<file path="src/rtl/sequential_normalizer.sv">
// Multi-cycle normalizer: left-shifts a signed word until its two MSBs differ and
// reports the shift amount. Optional macro NORM_FAST_STEP_EN allows two-bit steps.
module sequential_normalizer #(
  parameter int data_width = 24
) (
  input  logic                          clk,
  input  logic                          rst_n,
  input  logic                          inValid,
  output logic                          inReady,
  input  logic [data_width-1:0]         dataIn,
  output logic                          outValid,
  input  logic                          outReady,
  output logic [data_width-1:0]         dataOut,
  output logic [$clog2(data_width)-1:0] amount,
  output logic                          zero
);

  localparam int shiftBits = $clog2(data_width);
  localparam logic [shiftBits-1:0] C_MAX = shiftBits'(data_width - 1);
  localparam logic [shiftBits-1:0] C_ONE = shiftBits'(1);

  typedef enum logic [1:0] {
    IDLE  = 2'd0,
    SHIFT = 2'd1,
    DONE  = 2'd2
  } state_t;

  state_t                 state_r;
  logic [data_width-1:0]  r_r;
  logic [shiftBits-1:0]   c_r;
  logic                   stop_s;

  assign stop_s = (r_r[data_width-1] != r_r[data_width-2]) || (c_r == C_MAX);

`ifdef NORM_FAST_STEP_EN
  localparam logic [shiftBits-1:0] C_FAST = shiftBits'(data_width - 3);
  localparam logic [shiftBits-1:0] C_TWO  = shiftBits'(2);
  logic fast_s;
  // Three equal top bits guarantee the single-step rule would shift twice in a row.
  assign fast_s = (r_r[data_width-1] == r_r[data_width-2]) &&
                  (r_r[data_width-2] == r_r[data_width-3]) && (c_r <= C_FAST);
`endif

  // Control FSM with shift datapath and registered handshake/result outputs.
  always_ff @(posedge clk or negedge rst_n) begin
    if (!rst_n) begin
      state_r  <= IDLE;
      r_r      <= '0;
      c_r      <= '0;
      inReady  <= 1'b1;
      outValid <= 1'b0;
      dataOut  <= '0;
      amount   <= '0;
      zero     <= 1'b0;
    end else begin
      case (state_r)
        IDLE: begin
          if (inValid && inReady) begin
            r_r     <= dataIn;
            c_r     <= '0;
            inReady <= 1'b0;
            state_r <= SHIFT;
          end
        end
        SHIFT: begin
          if (stop_s) begin
            dataOut  <= r_r;
            amount   <= c_r;
            zero     <= (r_r == '0);
            outValid <= 1'b1;
            state_r  <= DONE;
`ifdef NORM_FAST_STEP_EN
          end else if (fast_s) begin
            r_r <= {r_r[data_width-3:0], 2'b00};
            c_r <= c_r + C_TWO;
`endif
          end else begin
            r_r <= {r_r[data_width-2:0], 1'b0};
            c_r <= c_r + C_ONE;
          end
        end
        DONE: begin
          if (outReady) begin
            outValid <= 1'b0;
            inReady  <= 1'b1;
            state_r  <= IDLE;
          end
        end
        default: begin
          outValid <= 1'b0;
          inReady  <= 1'b1;
          state_r  <= IDLE;
        end
      endcase
    end
  end

endmodule
</file>
<file path="config.mk">
export PLATFORM = sky130hd
export DESIGN_NAME = sequential_normalizer
export DESIGN_NICKNAME = d
export VERILOG_FILES = /design/src/rtl/sequential_normalizer.sv
export SDC_FILE = /design/constraint.sdc
export NUM_CORES = 1
export LEC_CHECK = 0
export ABC_CLOCK_PERIOD_IN_PS = 2300
export CAP_MARGIN = 20
export CORE_AREA = 10 10 89 91
export CTS_CLUSTER_SIZE = 10
export DETAILED_ROUTE_END_ITERATION = 8
export DIE_AREA = 0 0 99 101
export GPL_TIMING_DRIVEN = 0
export HOLD_SLACK_MARGIN = 0.02
export MAX_ROUTING_LAYER = met4
export PLACE_DENSITY = 0.76
export SYNTH_ARGS = -nofsm -noshare
export SYNTH_HDL_FRONTEND = slang
export SYNTH_SLANG_ARGS = --single-unit
</file>
<file path="constraint.sdc">
create_clock -name clk -period 2.3 [get_ports clk]
set_input_delay 0.575 -clock clk [delete_from_list [all_inputs] [get_ports clk]]
set_output_delay 0.575 -clock clk [all_outputs]
set_load 0.005 [all_outputs]
</file>
==> qor.txt, run 1 <==
Global route overflow: 0
Worst hold path type: input port to asynchronous set/reset pin
Latest clock arrival within the worst-skew pair: 0.35 ns
Drt drc: 0
Port Buffer Count: 59
H-tree levels: 3
NetSw: 0.001159 W
First-pass GRT wire length: 10830 um
Starting Density: 43.58%
Clk root buf: clkbuf_8
M2 GR Usage: 21.19%
Syn. warnings: 0
Place WS: 0.1012 ns
Synth area leaders: dfrtp_1 (57%), mux2_2 (11%), mux2i_1 (8.1%), o21ai_0 (5.9%), nand2_1 (4.6%)
Post-CTS Hold Buffers: 0
Critical path arrival: 2.34 ns
Post-Syn Instances: 231
Syn_nets: 261
Register Area: 1578 um^2
Sequential area share after synthesis: 58.35%
Final clock skew: 0.008801 ns
Clock Path Buffers: 2
Top delay family on crit path: flip-flops
Via count: 1989
Crit. Startpoint: c_r[0]
# fillers: 510
DPL Wire Length: 4707 um
CTS tree: built
Synth top area share: 57.38%
Die area: 9999 um^2
Vias in the first global route: 2188
R2R Setup Slk: 0.19 ns
Crit-path slowest cell: dfrtp_1
Clock sinks: 63
Worst setup SP type: flip-flop
Critical Path RT: 2.53 ns
WHS: 0.3048 ns
Number of antenna violations at the first check in global routing: 0
Distinct cells, synth: 32
Max_slew headroom: 48.64%
Total power draw: 0.004062 W
Cts repair resizes: 0
Critical Path Fanout Max: 10
Avg Inst Size Synth: 11.70 um^2
Met3 Use GR: 3.361%
Die Y: 101 um
Post-synthesis register bit count: 63
Met1 Usage GRT: 16.82%
Num rows: 29
Pre-Repair DR Iteration Count: 4
RSZ-0062 raised after global routing: no
Via density: 5.193
Outcome: completed
Worst path max stage delay: 0.42 ns
Switching part of the total power: 28.53%
Area occupied by multi-input gates: 1044 um^2
RePlAce Congestion: 0.8011
CP Cell Sequence: ha_1 -> and4b_4 -> o21ai_2 -> clkbuf_1 -> mux2_2
Synth Flop Type: dfrtp_1
Ys async rst share: 100.0%
Post-Syn Area: 2704 um^2
Final #Nets: 332
Reg-to-Reg End: dataOut[17]
Number of synthesized flops with an enable pin: 0
Worst-case reg-to-reg path depth: 5
Worst path bufs/invs: 1
Peak supply drop: 582.6 uV
Placed cell area: 3406 um^2
DR WL/cell: 16.80 um
PD cells: 1123 nW/um^2
Hold Vio Cnt, Final: 0
Pleak: 1.630 nW
# setup viols final: 0
Reg clk slew, reported paths: 0.07 ns
Min Tclk post-route: 2.110 ns
Ports: 60
Clock Power Share: 25.9%
Post-CTS setup buffers: 0
Routed WL: 6435 um
Final worst slack: 0.1900 ns
MaxCap Viol Count: 0
Die W: 99 um
DRT antenna net count: 0
Worst-margin pin slew: 0.7703 ns
Diodes inserted: 0
GRT Util Overall: 13.93%
Worst setup EP type: flip-flop
Final Max Slew Viols: 0
Core Box Area: 6205 um^2
Tcrit/Tclk final: 91.74%
Synth area leader: dfrtp_1
Final Instance Area: 3617 um^2
Largest net degree at the start of global routing: 34
Initial DRC Count: 95
Internal power: 0.002903 W
Area grow syn2layout: 33.78%
Fraction of layout cells with a size suffix above 1: 16.99%
Seq pwr share: 47.4%
GR peak layer: met2
Gate power share: 26.8%
Critical R2R Launch: c_r[0]
Max Clock Freq: 0.4739 GHz
Num CTS Buffers: 9
WS Path Type: flip-flop to flip-flop
logic make-up after synthesis:
logic type	synth area share (%)
flops	58.35
simple gates	9.579
compound gates	9.116
buf+inv	3.054
fa+ha+maj	0.9253
mux	18.97
sequential cells by signal, indices dropped and copies added, names as in the netlist:
register	flops
r_r	24
amount	5
state_r	2
outValid	1
inReady	1
zero	1
dataOut	24
c_r	5
how the worst max path moves through the flow:
stage | endpoint | slack, ns | cells past startpoint
after global placement | dataOut[14] | -1.34 | 1
final | dataOut[17] | 0.19 | 5
after detailed placement | r_r[12] | 0.10 | 6
after floorplan | c_r[4] | 0.39 | 6
after CTS | dataOut[17] | 0.17 | 5
after global routing | dataOut[17] | 0.05 | 5
layer usage:
layer / wire [um] / vias up
li1: - / 955
met1: 2942 / 960
met2: 2996 / 61
met3: 351 / 13
met4: 145 / 0
met5: 0 / -
cell type report:
type	count	area share, %
inverter	6	0.6226
clock inverter	4	1.937
multi-input combinational	148	28.85
tap	77	2.663
buffer	14	1.660
sequential	63	43.62
timing repair buffer	60	16.74
clock buffer	11	3.909
through the flow:
stage	TNS [ns]	utilization, %	cells
floorplan	0	-	231
global placement	-83.39	54.65	367
detailed placement	0	54.89	368
CTS	0	58.30	383
global route	0	58.30	383
finish	0	58.30	383
layout by cell type (no fill, tap or decap), drive strengths merged:
cell	Yosys	final
and2	1	1
nand4	1	1
clkdlybuf4s50	0	58
a21oi	4	4
nand2b	1	1
nand3	2	2
ha	2	2
and4b	1	1
buf	6	8
clkbuf	8	19
o21ai	33	33
or4b	1	1
nor3	1	1
o31a	1	1
dfrtp	62	62
or2	1	1
nor3b	1	1
nand4bb	1	1
inv	6	6
a21o	1	1
clkinv	0	2
o22a	1	1
nor2b	1	1
o31ai	2	2
bufinv	0	2
nand2	33	33
mux2i	22	22
nor2	4	4
o41ai	2	2
nor4	5	5
mux2	26	26
dfstp	1	1
cell usage after synthesis (4+ instances only):
library cell	number
nor4_1	5
mux2i_1	22
clkbuf_1	7
dfrtp_1	62
mux2_2	26
o21ai_0	32
nor2_1	4
buf_2	5
nand2_1	33
a21oi_1	4
inv_1	6
power groups by stage:
stage / Sequential [W] / Combinational [W] / Clock (W)
6_report: 0.00192 / 0.00109 / 0.00105
5_1_grt: 0.00200 / 0.00122 / 0.00111
4_1_cts: 0.00192 / 0.00112 / 0.00107
3_5_place_dp: 0.00194 / 0.00111 / 0
3_3_place_gp: 0.00192 / 0.00109 / 0
2_1_floorplan: 0.00186 / 0.000461 / 0
worst reg2reg max path, cell delays in order (launching register included):
cell and delay [ns]:
dfrtp_1 0.42, ha_1 0.26, and4b_4 0.22, o21ai_2 0.36, clkbuf_1 0.36, mux2_2 0.38
No activity file was read; power rests on OpenSTA's default activity.
==> inputs of run 2 (changes only) <==
--- a/config.mk
+++ b/config.mk
@@ -8,6 +8,7 @@
 export ABC_CLOCK_PERIOD_IN_PS = 2300
 export CAP_MARGIN = 20
 export CORE_AREA = 10 10 89 91
+export CTS_CLUSTER_DIAMETER = 80
 export CTS_CLUSTER_SIZE = 10
 export DETAILED_ROUTE_END_ITERATION = 8
 export DIE_AREA = 0 0 99 101
==> results of run 2 <==
The final DEF is identical to that of run 1; final timing and power are the same.
